`src/rtl/score_credit_queue_if.sv`:
```
// Credit input / gain output bundle of the score credit queue.
interface score_credit_queue_if #(
  parameter int CNT_W = 4
);
  logic [1:0]       p1credit;
  logic [1:0]       p2credit;
  logic             hold;
  logic             flush;
  logic             p1gain;
  logic             p2gain;
  logic [CNT_W-1:0] p1pending;
  logic [CNT_W-1:0] p2pending;
  logic             p1ovf;
  logic             p2ovf;

  modport master (
    output p1credit, p2credit, hold, flush,
    input  p1gain, p2gain, p1pending, p2pending,
    input  p1ovf, p2ovf
  );

  modport slave (
    input  p1credit, p2credit, hold, flush,
    output p1gain, p2gain, p1pending, p2pending,
    output p1ovf, p2ovf
  );
endinterface

```
`src/rtl/score_credit_queue.sv`:
```
// Two-lane saturating credit queue draining GAP-spaced gain pulses.
// Optional sticky overflow flags: define SCORE_QUEUE_OVF_EN.
module score_credit_queue #(
  parameter int CNT_W = 4,
  parameter int GAP   = 2
) (
  input logic Clk,
  input logic Reset_n,
  score_credit_queue_if.slave bus
);
  localparam int SW = CNT_W + 2;
  localparam logic [SW-1:0] MAX = SW'((1 << CNT_W) - 1);
  localparam logic [3:0] TLOAD = 4'(GAP - 1);

  logic [CNT_W-1:0] pend_q [2];
  logic [CNT_W-1:0] pend_d [2];
  logic [3:0]       tmr_q  [2];
  logic [3:0]       tmr_d  [2];
  logic [1:0]       cr     [2];
  logic [SW-1:0]    sum    [2];
  logic [1:0]       gain_q, gain_d;
  logic [1:0]       iss;
  logic [1:0]       sat;

  assign cr[0] = bus.p1credit;
  assign cr[1] = bus.p2credit;

  always_comb begin
    for (int i = 0; i < 2; i++) begin
      iss[i] = !bus.flush && !bus.hold &&
               (tmr_q[i] == 4'd0) &&
               (pend_q[i] != '0);
      sum[i] = {2'b00, pend_q[i]}
             + {{CNT_W{1'b0}}, cr[i]}
             - {{(CNT_W+1){1'b0}}, iss[i]};
      sat[i] = sum[i] > MAX;
      gain_d[i] = iss[i];
      pend_d[i] = sat[i] ? MAX[CNT_W-1:0]
                         : sum[i][CNT_W-1:0];
      if (iss[i])
        tmr_d[i] = TLOAD;
      else if (tmr_q[i] != 4'd0)
        tmr_d[i] = tmr_q[i] - 4'd1;
      else
        tmr_d[i] = tmr_q[i];
      // flush discards same-cycle credits too
      if (bus.flush) begin
        pend_d[i] = '0;
        tmr_d[i]  = 4'd0;
      end
    end
  end

  always_ff @(posedge Clk or negedge Reset_n) begin
    if (!Reset_n) begin
      gain_q <= 2'b00;
      for (int i = 0; i < 2; i++) begin
        pend_q[i] <= '0;
        tmr_q[i]  <= 4'd0;
      end
    end else begin
      gain_q <= gain_d;
      for (int i = 0; i < 2; i++) begin
        pend_q[i] <= pend_d[i];
        tmr_q[i]  <= tmr_d[i];
      end
    end
  end

  assign bus.p1gain    = gain_q[0];
  assign bus.p2gain    = gain_q[1];
  assign bus.p1pending = pend_q[0];
  assign bus.p2pending = pend_q[1];

`ifdef SCORE_QUEUE_OVF_EN
  logic [1:0] ovf_q, ovf_d;

  always_comb begin
    ovf_d = ovf_q | sat;
    if (bus.flush)
      ovf_d = 2'b00;
  end

  always_ff @(posedge Clk or negedge Reset_n) begin
    if (!Reset_n)
      ovf_q <= 2'b00;
    else
      ovf_q <= ovf_d;
  end

  assign bus.p1ovf = ovf_q[0];
  assign bus.p2ovf = ovf_q[1];
`else
  assign bus.p1ovf = 1'b0;
  assign bus.p2ovf = 1'b0;
`endif
endmodule

```
`src/flat_wrapper.sv`:
```
// flat-port wrapper written by rule: the top's interface ports become plain ports
module score_credit_queue_flat 
#(
  parameter int CNT_W = 4,
  parameter int GAP   = 2
)
  (Clk, Reset_n, bus_p1credit, bus_p2credit, bus_hold, bus_flush, bus_p1gain, bus_p2gain, bus_p1pending, bus_p2pending, bus_p1ovf, bus_p2ovf);
  score_credit_queue_if #(.CNT_W(CNT_W)) bus_i ();
  input logic Clk;
  input logic Reset_n;
  input wire logic [$bits(bus_i.p1credit)-1:0] bus_p1credit;
  input wire logic [$bits(bus_i.p2credit)-1:0] bus_p2credit;
  input wire logic [$bits(bus_i.hold)-1:0] bus_hold;
  input wire logic [$bits(bus_i.flush)-1:0] bus_flush;
  output wire logic [$bits(bus_i.p1gain)-1:0] bus_p1gain;
  output wire logic [$bits(bus_i.p2gain)-1:0] bus_p2gain;
  output wire logic [$bits(bus_i.p1pending)-1:0] bus_p1pending;
  output wire logic [$bits(bus_i.p2pending)-1:0] bus_p2pending;
  output wire logic [$bits(bus_i.p1ovf)-1:0] bus_p1ovf;
  output wire logic [$bits(bus_i.p2ovf)-1:0] bus_p2ovf;
  assign bus_i.p1credit = bus_p1credit;
  assign bus_i.p2credit = bus_p2credit;
  assign bus_i.hold = bus_hold;
  assign bus_i.flush = bus_flush;
  assign bus_p1gain = bus_i.p1gain;
  assign bus_p2gain = bus_i.p2gain;
  assign bus_p1pending = bus_i.p1pending;
  assign bus_p2pending = bus_i.p2pending;
  assign bus_p1ovf = bus_i.p1ovf;
  assign bus_p2ovf = bus_i.p2ovf;
  score_credit_queue #(.CNT_W(CNT_W), .GAP(GAP)) u_core (.Clk(Clk), .Reset_n(Reset_n), .bus(bus_i));
endmodule
```
`config.mk`:
```
export PLATFORM = sky130hd
export DESIGN_NAME = score_credit_queue_flat
export DESIGN_NICKNAME = d
export VERILOG_FILES = /design/src/rtl/score_credit_queue_if.sv /design/src/rtl/score_credit_queue.sv /design/src/flat_wrapper.sv
export SDC_FILE = /design/constraint.sdc
export NUM_CORES = 1
export LEC_CHECK = 0
export CAP_MARGIN = 10
export CORE_AREA = 2 2 50 61
export CTS_BUF_LIST = sky130_fd_sc_hd__clkbuf_8 sky130_fd_sc_hd__clkbuf_16
export CTS_CLUSTER_SIZE = 12
export DETAILED_ROUTE_END_ITERATION = 10
export DIE_AREA = 0 0 52 63
export PLACE_DENSITY = 0.83
export SLEW_MARGIN = 30
export SYNTH_ARGS = -nofsm -noshare
export SYNTH_HDL_FRONTEND = slang
export SYNTH_SLANG_ARGS = --single-unit
```
`constraint.sdc`:
```
create_clock -name Clk -period 2.4 [get_ports Clk]
set_input_delay 0.48 -clock Clk [delete_from_list [all_inputs] [get_ports Clk]]
set_output_delay 0.48 -clock Clk [all_outputs]
set_load 0.1 [all_outputs]
```
## Word-level counts from Yosys, hierarchy flattened

Index checks and enable logic that the tools add are counted.

| storage, ports and cells | value |
|---|---|
| register bits | 18 |
| input port bits | 8 |
| output and inout bits | 12 |
| logic and storage cells | 38 |

| cells by class | value |
|---|---|
| add/sub/neg operators | 6 |
| magnitude comparators | 2 |
| muxes and demuxes | 10 |
| reduce and logical (&&, ||, !) cells | 15 |

Operators with widths:

| kind | number |
|---|---|
| $mux 4 | 10 |
| $reduce_bool 4->1 | 4 |
| $gt 6x4->1 const B | 2 |
| $sub 6x1->6 | 2 |
| $add 4x2->5 | 2 |
| $logic_not 4->1 | 2 |
| $sub 4x1->4 const B | 2 |
| $reduce_bool 3->1 | 2 |
| $logic_and 1x1->1 | 5 |
| $logic_not 1->1 | 2 |

## Longest topological paths before layout

Gate-level depths: netlist of run 1.

| depth | value |
|---|---|
| depth in word-level cells | 8 |
| gate-level depth with buffers | 10 |
| depth with buffers taken out | 10 |

## Worst setup path before layout of run 1

OpenSTA, ideal clock, no wires.

| timing | value |
|---|---|
| kind | register -> register |
| from | register u_core.pend_q, in the netlist u_core.bus.p2pending[0] |
| to | register u_core.pend_q, in the netlist u_core.bus.p2pending[3] |
| library setup time | 0.101 ns |
| arrival time | 2.686 ns |
| data required time | 2.299 ns |
| setup slack | -0.386 ns |
| stages on the path, launching flop included | 9 |
| buffers on the path | 0 |
| clock period less this slack | 2.786 ns |
| cell sequence | dfrtp_1 > ha_1 > inv_1 > fa_1 > ha_1 > a21o_1 > a21oi_1 > or4_1 > o32ai_1 |

RTL lines:

| item | RTL line | text |
|---|---|---|
| start, declared | score_credit_queue.sv:15 | `logic [CNT_W-1:0] pend_q [2];` |
| start signal, assigned by index | score_credit_queue.sv:64 | `pend_q[i] <= pend_d[i];` |

==> summary.md, run 1 <==
| Metric | Value |
|---|---|
| Outcome | finished, final reports clean |
| DRC | 0 |
| Synth Warn # | 0 |
| Worst EP required | between 2000 and 3000 ps |
| Cell Area, Placed | ~0.0015 mm^2 |
| Via count | between 1,000 and 1,500 |
| DP HPWL | 2060 um |
| Power Dens Cells | 1420 mW/mm^2 |
| Netlist Area Pre-Place | ~0.0012 mm^2 |
| Count of final setup violators | 0 |
| Slew Viols, Final | 0 |
| Worst Hold Margin | between 500 and 600 ps |
| Initial antenna violation count | 0 |
| Min Tclk post-route | between 2000 and 2500 ps |
| DRT Pass-1 Iters | 4 |
| Worst-path clk slew | 70 ps |
| Clk root buf | clkbuf_8 |
| First-pass GRT wire length | 4730 um |
| Crit. End Element | register |
| Maximum VDD drop | 1.44 mV |
| Fin crit share | 96.1% |
| DR vias/cell | 5.59 |
| Layout cells sized above 1 | 40.5% |
| Nature of the critical path startpoint | input pin |
| Total gr overflow | 0 |
| Tot Pwr | about 0.0025 W |
| Static leakage | 0.815 nW |
| Final hold violation count | 0 |
| Fillers | 181 |
| Clock latency on the worst-skew pair | 260 ps |
| Fin area | 0.00176 mm^2 |
| Hold buffers post-CTS | 0 |
| Drt total wl | between 3000 and 4000 um |
| Initial Util | 44.6% |
| DP Worst Slack | -279 ps |
| Routability congestion estimate | 0.816 |
| Per-cell routed wire length | 15.2 um |
| Max FO, Critical Path | 4 |
| RSZ-0062 raised after global routing | yes |
| DIE AREA | ~0.0033 mm^2 |
| Nets | 189 |
| TritonCTS Buffers | 3 |
| FF-to-FF Start | u_core.bus.p2pending[0] |
| Post-synth top area cell | dfrtp_1 |
| Synth top area cells | dfrtp_1 37%, ha_1 10%, a21oi_1 6.6% |
| Setup CP Type | in2reg |
| H-tree depth | 1 |
| Synth-to-Final Area Change | 46.2% |
| Clock buffer depth | 2 |
| Global-route usage over all layers | 18.8% |
| Die W | 52 um |
| Antenna-violating nets left | 0 |
| Sequential cell area fraction in the yosys report | 37.3% |
| DIE HEIGHT | between 60 and 70 um |
| Fmax | 433 MHz |
| Yosys top cell area share | 37.3% |
| CORE AREA | 0.00271 mm^2 |
| Crit path DAT | ~2400 ps |
| Synth cell types | 36 |
| CTS tree | built |
| Row cnt | 21 |
| Syn avg cell area | 9.28 um^2 |
| Post-synthesis cell count | 130 |
| Number of global-route vias before repair | 1,180 |
| Antenna diode count | 0 |
| PnR worst setup slack | 93.1 ps |
| Input/output buffers | 17 |
| Max-cap violations | 0 |
| Clk sink count | 18 |
| Flop2flop setup slack | 110 ps |
| First DRT Iteration DRCs | 47 |
| Hold Path Class | in2async |
| Skew final | 7.11 ps |
| Depth of the worst register-to-register path | 8 |
| #FFs+latches synth | 18 |
| Setup TNS | 0 ps |
| Io pins | 20 |
| Largest net degree at the start of global routing | 19 |
| RR Endpoint | u_core.bus.p2pending[3] |
-- layout by cell type, fill, tap and decap left out, drive strengths merged --
cell	count
ha	10
a31oi	6
nor2	10
or4	1
and4b	1
inv	16
o21bai	2
buf	33
clkbuf	4
a311o	2
o32ai	1
xnor2	3
dfrtp	18
o22ai	2
dlymetal6s2s	3
nor4	1
nor3b	4
o21ai	2
nand2	4
o41ai	2
clkdlybuf4s50	4
nand3b	1
or3	2
nor3	3
mux2	1
a21oi	16
nand2b	2
o2bb2ai	1
a21boi	1
a21o	3
o21a	1
a211oi	1
o2111ai	1
conb	2
nand3	1
fa	2
and2	1
-- power breakdown --
part | switching [W] | leakage (nW) | internal, W
Sequential | 0.000168 | 0.227 | 0.000435
Combinational | 0.000995 | 0.559 | 0.000646
Clock | 0.000106 | 0.0288 | 0.000146
-- worst max-delay path by stage --
stage / start / end / depth (start not counted)
6_report: bus_p1credit[0] / u_core.bus.p1pending[0] / 9
5_1_grt: u_core.tmr_q[0] / u_core.bus.p2pending[3] / 11
4_1_cts: bus_p1credit[0] / u_core.bus.p1pending[0] / 9
3_5_place_dp: bus_p2credit[0] / u_core.bus.p2pending[3] / 9
3_3_place_gp: bus_p2credit[0] / u_core.bus.p2pending[3] / 10
2_1_floorplan: u_core.bus.p2pending[1] / u_core.bus.p2pending[3] / 7
-- cell usage after synthesis --
cell type / instances
nor3b_1: 4
nor2_1: 10
o21a_1: 1
ha_1: 10
or3_1: 2
buf_4: 5
o2111ai_1: 1
clkbuf_1: 2
inv_1: 15
fa_1: 2
nor3_1: 3
dfrtp_1: 18
o32ai_1: 1
a21o_1: 3
or4_1: 1
o2bb2ai_1: 1
o41ai_2: 2
a211oi_1: 1
a21oi_1: 16
and2_1: 1
a21boi_0: 1
nand2_1: 4
nor4_1: 1
mux2_2: 1
and4b_1: 1
nand3b_1: 1
nand2b_1: 2
xnor2_1: 3
o21bai_1: 2
o22ai_1: 2
inv_2: 1
a31oi_1: 6
conb_1: 1
a311o_1: 2
o21ai_0: 2
nand3_1: 1
-- cell type report --
type	count	area, um^2	area share, %
multi-input combinational	90	810	45.9
sequential	18	470	26.7
timing repair buffer	40	325	18.5
inverter	16	60.1	3.41
clock buffer	4	55.1	3.12
tap	34	42.5	2.41
-- cell families after synthesis --
family / Yosys count / share of synthesized area, %
flops: 18 / 37.3
buf+inv: 23 / 8.71
simple gates: 31 / 13.7
fa+ha+maj: 12 / 13.7
mux: 1 / 0.934
other cells: 1 / 0.311
compound gates: 41 / 23.1
xor+xnor: 3 / 2.18
-- per-stage QoR --
stage	util (%)	cells
after global routing	65.1	202
after global placement	56.4	193
after floorplan	-	131
after CTS	59.0	198
after detailed placement	56.4	193
final	65.1	202
-- critical path, cell delays in order --
cell and delay [ps]:
clkdlybuf4s50_1 480, ha_1 160, inv_1 50, fa_1 500
buf_4 190, a21oi_4 160, o22ai_1 90, a31oi_1 210
a21oi_1 110
-- metal layers --
layer	wire length (um)	track usage (%)
met1	1240	20.2
met4	40	9.54
met3	125	2.87
met2	1660	33.9
met5	0	0
-- state kept, by name, summed over array words and instances, names as in the netlist --
signal                cells
u_core.tmr_q              8
u_core.bus.p1pending      4
u_core.gain_q             2
u_core.bus.p2pending      4
-- repair_timing --
item / CTS / global route
buffers inserted: 1 / 4
pin swaps: 1 / 12
setup endpoints to repair: 1 / 8
gates resized for setup: 3 / 27
hold endpoints to repair: 0 / 0
Note: power is estimated with default switching activity, not from simulation.
==> run 2: changes to the inputs <==
--- a/config.mk
+++ b/config.mk
@@ -12,6 +12,7 @@
 export DETAILED_ROUTE_END_ITERATION = 10
 export DIE_AREA = 0 0 52 63
 export PLACE_DENSITY = 0.83
+export RECOVER_POWER = 50
 export SLEW_MARGIN = 30
 export SYNTH_ARGS = -nofsm -noshare
 export SYNTH_HDL_FRONTEND = slang
==> run 2 against run 1 <==
Sequential share of layout area grew 0.057 points. Cell count unchanged. Combinational power about the same. Routed wire length barely moved. Sequential power barely moved. Clock skew is essentially flat. Flip-flop and latch count did not move. Critical endpoint unchanged. Largest power group unchanged.
==> summary.md, run 2 (synthesized netlist as in run 1, its figures left out) <==
| Metric | Value |
|---|---|
| First-pass GRT wire length | 4730 um (unchanged) |
| CORE AREA | 0.00271 mm^2 (unchanged) |
| Sw power | 0.00127 W (about the same) |
| First DRT Iteration DRCs | 42 (was 47) |
| Worst slew margin | 33.8% |
| Slew Viols, Final | 0 (unchanged) |
| Met1 usage | 20.2% (unchanged) |
| Count of final setup violators | 0 (unchanged) |
| Clock buffer depth | 2 (unchanged) |
| Busiest layer in global routing | met2 (unchanged) |
| Depth of the worst register-to-register path | 9 (was 8) |
| Hold buffers post-CTS | 0 (unchanged) |
| Io pins | 20 (unchanged) |
| Clk root buf | clkbuf_8 (unchanged) |
| RR Endpoint | u_core.bus.p2pending[3] (unchanged) |
| Crit path DAT | 2440 ps (was 2430 ps) |
| Total gr overflow | 0 (unchanged) |
| DR vias/cell | 5.57 (was 5.59) |
| FF-to-FF Start | u_core.bus.p2pending[0] (unchanged) |
| Setup TNS | 0 ps (unchanged) |
| Hold Crit Depth | 2 |
| Nature of the critical path startpoint | input pin (unchanged) |
| Fin crit share | 96.2% (was 96.1%) |
| Worst Hold Margin | 564 ps (was 556 ps) |
| Power Dens Cells | 1420 mW/mm^2 (about the same) |
| Sw frac | 50.8% (about the same) |
| Fmax | 433 MHz (about the same) |
| Largest net degree at the start of global routing | 19 (unchanged) |
| DIE HEIGHT | 63 um (unchanged) |
| Worst slew pin tran | 993 ps |
| TritonCTS Buffers | 3 (unchanged) |
| Most common cell after layout, fill and taps aside | buf_4 (unchanged) |
| Input/output buffers | 17 (unchanged) |
| Met3 Resource Use GR | 2.87% (unchanged) |
| Max FFs per register | 8 (unchanged) |
| Clock latency on the worst-skew pair | 260 ps (about the same) |
| Max FO, Critical Path | 4 (unchanged) |
| Skew final | 7.42 ps (was 7.11 ps) |
| Final hold violation count | 0 (unchanged) |
| Static leakage | 0.812 nW (was 0.815 nW) |
| Flop2flop setup slack | 100 ps (was 110 ps) |
| Worst-path clk slew | 70 ps (about the same) |
| Total internal power | 0.00123 W (about the same) |
| Clk sink count | 18 (unchanged) |
| Setup CP Type | in2reg (unchanged) |
| Per-cell routed wire length | 15.2 um (about the same) |
| Initial Util | 44.6% (unchanged) |
| Number of global-route vias before repair | 1,180 (unchanged) |
| Nets | 189 (unchanged) |
| Cell Area, Placed | 0.00153 mm^2 (unchanged) |
| Reg power frac | 24.2% (about the same) |
| Worst EP required | 2530 ps (about the same) |
| Min-delay src | u_core.tmr_q[5] |
| DP HPWL | 2060 um (unchanged) |
| Layout cells sized above 1 | 39.9% (was 40.5%) |
| RSZ-0062 raised after global routing | yes (unchanged) |
| Hold Path Class | reg2reg (was in2async) |
| Outcome | finished, final reports clean (unchanged) |
| Initial antenna violation count | 0 (unchanged) |
| Combinational share of power | 65.7% (about the same) |
| Antenna-violating nets left | 0 (unchanged) |
| Maximum VDD drop | 1.44 mV (about the same) |
| Min Tclk post-route | 2310 ps (about the same) |
| Fin area | 0.00176 mm^2 (about the same) |
| Clk network pwr share | 10.1% (about the same) |
| Met2 GRT Util | 33.9% (unchanged) |
| Hold Path End | u_core.tmr_q[5] |
| CTS tree | built (unchanged) |
| Max-cap violations | 0 (unchanged) |
| DRT Pass-1 Iters | 5 (was 4) |
| Row cnt | 21 (unchanged) |
| DRC | 0 (unchanged) |
| Antenna diode count | 0 (unchanged) |
| Die W | 52 um (unchanged) |
| Largest register by flop count | u_core.tmr_q (unchanged) |
| Via count | 1,126 (was 1,129) |
| Commonest cells after routing, fill and taps aside | 32 x buf_4, 12 x inv_1, 12 x a21oi_1, 10 x nor2_1, 10 x dfrtp_1 (was 33 x buf_4, 12 x inv_1, 12 x a21oi_1, 10 x nor2_1, 10 x dfrtp_1) |
| Routability congestion estimate | 0.816 (unchanged) |
| Crit. End Element | register (unchanged) |
| Drt total wl | 3070 um (about the same) |
| Synth-to-Final Area Change | 45.9% (was 46.2%) |
| Global-route usage over all layers | 18.8% (unchanged) |
| H-tree depth | 1 (unchanged) |
| DIE AREA | 0.00328 mm^2 (unchanged) |
## run 2: layout make-up
type | instances | area, um^2
inverter | 16 | 60.1
tap | 34 | 42.5
clock buffer | 4 | 55.1
sequential | 18 | 470
timing repair buffer | 40 | 322
fill | 183 | 947
multi-input combinational | 90 | 810
## run 2: how the worst max path moves through the flow
stage,start,to,slack (ps),cells after the start
6_report,bus_p1credit[0],u_core.bus.p1pending[0],90,9
5_1_grt,u_core.tmr_q[0],u_core.bus.p2pending[3],-30,11
4_1_cts,bus_p1credit[0],u_core.bus.p1pending[0],2,9
3_5_place_dp,bus_p2credit[0],u_core.bus.p2pending[3],-280,9
3_3_place_gp,bus_p2credit[0],u_core.bus.p2pending[3],-170,10
2_1_floorplan,u_core.bus.p2pending[1],u_core.bus.p2pending[3],-7,7
## run 2: critical path: stages
cell and delay [ps]:
clkdlybuf4s50_1 480, ha_1 160, inv_1 50, fa_1 500, buf_4 190, a21oi_4 160
o22ai_1 90, a31oi_1 210, a21oi_1 110
## run 2: stage by stage
step / total power (W) / cells / setup slack, ps / utilization, %
2_1_floorplan: 0.00164 / 131 / -6.73 / -
3_3_place_gp: 0.00194 / 193 / -174 / 56.4
3_5_place_dp: 0.00201 / 193 / -279 / 56.4
4_1_cts: 0.00228 / 198 / 2.17 / 59.0
5_1_grt: 0.00265 / 202 / -30.1 / 65.0
6_report: 0.00249 / 202 / 90.3 / 65.0
## run 2: power by group through the flow
stage / clock (W) / sequential [W] / combinational (W)
2_1_floorplan: 0 / 0.000964 / 0.000678
3_3_place_gp: 0 / 0.000576 / 0.00136
3_5_place_dp: 0 / 0.000586 / 0.00142
4_1_cts: 0.000251 / 0.000582 / 0.00144
5_1_grt: 0.000269 / 0.000622 / 0.00176
6_report: 0.000252 / 0.000603 / 0.00164
## run 2: timing repair
item,CTS,global route
resized for setup,3,27
endpoints found under the setup margin,1,8
setup buffers,1,4
pin swaps,1,12
## run 2: per-layer routing
layer / vias to the layer above / wire (um)
li1: 534 / -
met4: 0 / 40
met1: 554 / 1250
met3: 6 / 103
met5: - / 0
met2: 32 / 1670
==> run 3: changes to the inputs <==
--- a/config.mk
+++ b/config.mk
@@ -11,6 +11,7 @@
 export CTS_CLUSTER_SIZE = 12
 export DETAILED_ROUTE_END_ITERATION = 10
 export DIE_AREA = 0 0 52 63
+export MAX_ROUTING_LAYER = met4
 export PLACE_DENSITY = 0.83
 export RECOVER_POWER = 50
 export SLEW_MARGIN = 30
==> run 3 against run 2 <==
Worst hold slack got worse by 1.0 ps. First-iteration DRC count shrank 43%. Clock power is essentially flat. Critical path type unchanged. Largest cell class unchanged.
==> summary.md, run 3 (synthesized netlist as in run 1, its figures left out) <==
| Metric | Value |
|---|---|
| Outcome | finished, final reports clean (unchanged) |
| Worst-path clk slew | 70 ps (about the same) |
| H-tree depth | 1 (unchanged) |
| Via count | 1,126 (unchanged) |
| Fin area | 0.00176 mm^2 (unchanged) |
| Clock latency on the worst-skew pair | 260 ps (about the same) |
| First-pass GRT wire length | 4730 um (about the same) |
| Clock buffer depth | 2 (unchanged) |
| Static leakage | 0.812 nW (unchanged) |
| PnR worst setup slack | 88.3 ps (was 90.3 ps) |
| Antenna-violating nets left | 0 (unchanged) |
| Min-delay src | u_core.tmr_q[5] (unchanged) |
| Min Tclk post-route | 2310 ps (about the same) |
| Power Dens Cells | 1420 mW/mm^2 (about the same) |
| DIE AREA | 0.00328 mm^2 (unchanged) |
| DRT Pass-1 Iters | 4 (was 5) |
| DP HPWL | 2060 um (unchanged) |
| Largest register by flop count | u_core.tmr_q (unchanged) |
| Worst slew margin | 33.1% (was 33.8%) |
| Max FO, Critical Path | 4 (unchanged) |
| Maximum VDD drop | 1.44 mV (about the same) |
| Global-route usage over all layers | 19.3% (was 18.8%) |
| Depth of the worst register-to-register path | 8 (was 9) |
| Nature of the critical path startpoint | input pin (unchanged) |
| Hold Crit Depth | 2 (unchanged) |
| Skew final | 8.43 ps (was 7.42 ps) |
| Most common cell after layout, fill and taps aside | buf_4 (unchanged) |
| Slew Viols, Final | 0 (unchanged) |
| Initial antenna violation count | 0 (unchanged) |
| Number of global-route vias before repair | 1,180 (unchanged) |
| Hold buffers post-CTS | 0 (unchanged) |
| Die W | 52 um (unchanged) |
| Fin crit share | 96.3% (was 96.2%) |
| Initial Util | 44.6% (unchanged) |
| Cell Area, Placed | 0.00153 mm^2 (unchanged) |
| RSZ-0062 raised after global routing | yes (unchanged) |
| Drt total wl | 3060 um (was 3070 um) |
| Clk root buf | clkbuf_8 (unchanged) |
| Count of final setup violators | 0 (unchanged) |
| RR Endpoint | u_core.bus.p2pending[3] (unchanged) |
| Crit path DAT | 2440 ps (about the same) |
| Io pins | 20 (unchanged) |
| DP Worst Slack | -279 ps (unchanged) |
| Worst EP required | 2530 ps (about the same) |
| Fillers | 183 (unchanged) |
| Max FFs per register | 8 (unchanged) |
| Per-cell routed wire length | 15.2 um (about the same) |
| Setup TNS | 0 ps (unchanged) |
| Commonest cells after routing, fill and taps aside | 32 x buf_4, 12 x inv_1, 12 x a21oi_1, 10 x nor2_1, 10 x dfrtp_1 (unchanged) |
| Row cnt | 21 (unchanged) |
| Routability congestion estimate | 0.829 (was 0.816) |
| Antenna diode count | 0 (unchanged) |
| TritonCTS Buffers | 3 (unchanged) |
| Total gr overflow | 0 (unchanged) |
| Layout cells sized above 1 | 39.9% (unchanged) |
| Final hold violation count | 0 (unchanged) |
| CORE AREA | 0.00271 mm^2 (unchanged) |
| Hold Path End | u_core.tmr_q[5] (unchanged) |
| Flop2flop setup slack | 110 ps (was 100 ps) |
| Hold Path Class | reg2reg (unchanged) |
| Largest net degree at the start of global routing | 19 (unchanged) |
| Synth-to-Final Area Change | 45.9% (unchanged) |
| Crit. End Element | register (unchanged) |
| Fmax | 433 MHz (about the same) |
| Nets | 189 (unchanged) |
| Worst slew pin tran | 1000 ps (was 993 ps) |
| Input/output buffers | 17 (unchanged) |
| CTS tree | built (unchanged) |
| Max-cap violations | 0 (unchanged) |
| DRC | 0 (unchanged) |
| DR vias/cell | 5.57 (unchanged) |
| FF-to-FF Start | u_core.bus.p2pending[0] (unchanged) |
| Worst Hold Margin | 563 ps (was 564 ps) |
| Clk sink count | 18 (unchanged) |
| First DRT Iteration DRCs | 24 (was 42) |
| DIE HEIGHT | 63 um (unchanged) |
| Setup CP Type | in2reg (unchanged) |
-- run 3: cell counts in the layout (fill, tap and decap cells not counted) --
No cell type changed its count.
-- run 3: report_power, final --
group	leakage (nW)	switching (W)	internal, W
combinational	0.556	0.000994	0.000645
clock	0.0288	0.000107	0.000146
sequential	0.227	0.000167	0.000435
total	0.812	0.00127	0.00123
-- run 3: worst max-delay path by stage --
stage | from | endpoint | slack, ps
global placement | bus_p2credit[0] | u_core.bus.p2pending[3] | -170
CTS | bus_p1credit[0] | u_core.bus.p1pending[0] | 2
detailed placement | bus_p2credit[0] | u_core.bus.p2pending[3] | -280
global route | u_core.tmr_q[0] | u_core.bus.p2pending[3] | -30
finish | bus_p1credit[0] | u_core.bus.p1pending[0] | 90
floorplan | u_core.bus.p2pending[1] | u_core.bus.p2pending[3] | -7
-- run 3: layout make-up --
cell class | instances | area (um^2) | share of cell area (%)
flip-flops and latches | 18 | 470 | 26.7
well taps | 34 | 42.5 | 2.42
clock buffers | 4 | 55.1 | 3.13
inverters | 16 | 60.1 | 3.41
repair buffers | 40 | 322 | 18.3
multi-input cells | 90 | 810 | 46.0
-- run 3: critical path: stages --
cell	delay, ps
clkdlybuf4s50_1	480
ha_1	160
inv_1	50
fa_1	500
buf_4	190
a21oi_4	160
o22ai_1	90
a31oi_1	210
a21oi_1	110
-- run 3: metal layers --
metal | track usage, % | share of wire (%) | up-vias
met5 | - | 0 | -
met3 | 2.87 | 3.5 | 8
met1 | 20.2 | 41 | 548
met4 | 9.54 | 1.6 | 0
met2 | 33.9 | 54 | 36
li1 | - | - | 534
-- run 3: metrics by stage --
step,power (W),utilization (%),instances
after floorplan,0.00164,-,131
after global placement,0.00194,56.4,193
after detailed placement,0.00201,56.4,193
after CTS,0.00228,59.0,198
after global routing,0.00265,65.0,202
final,0.00249,65.0,202
-- run 3: repair_timing --
action                                  CTS  global route
setup buffers                             1             4
pin swaps                                 1            12
endpoints found under the setup margin    1             8
gates resized for setup                   3            27
cloned                                    0             0
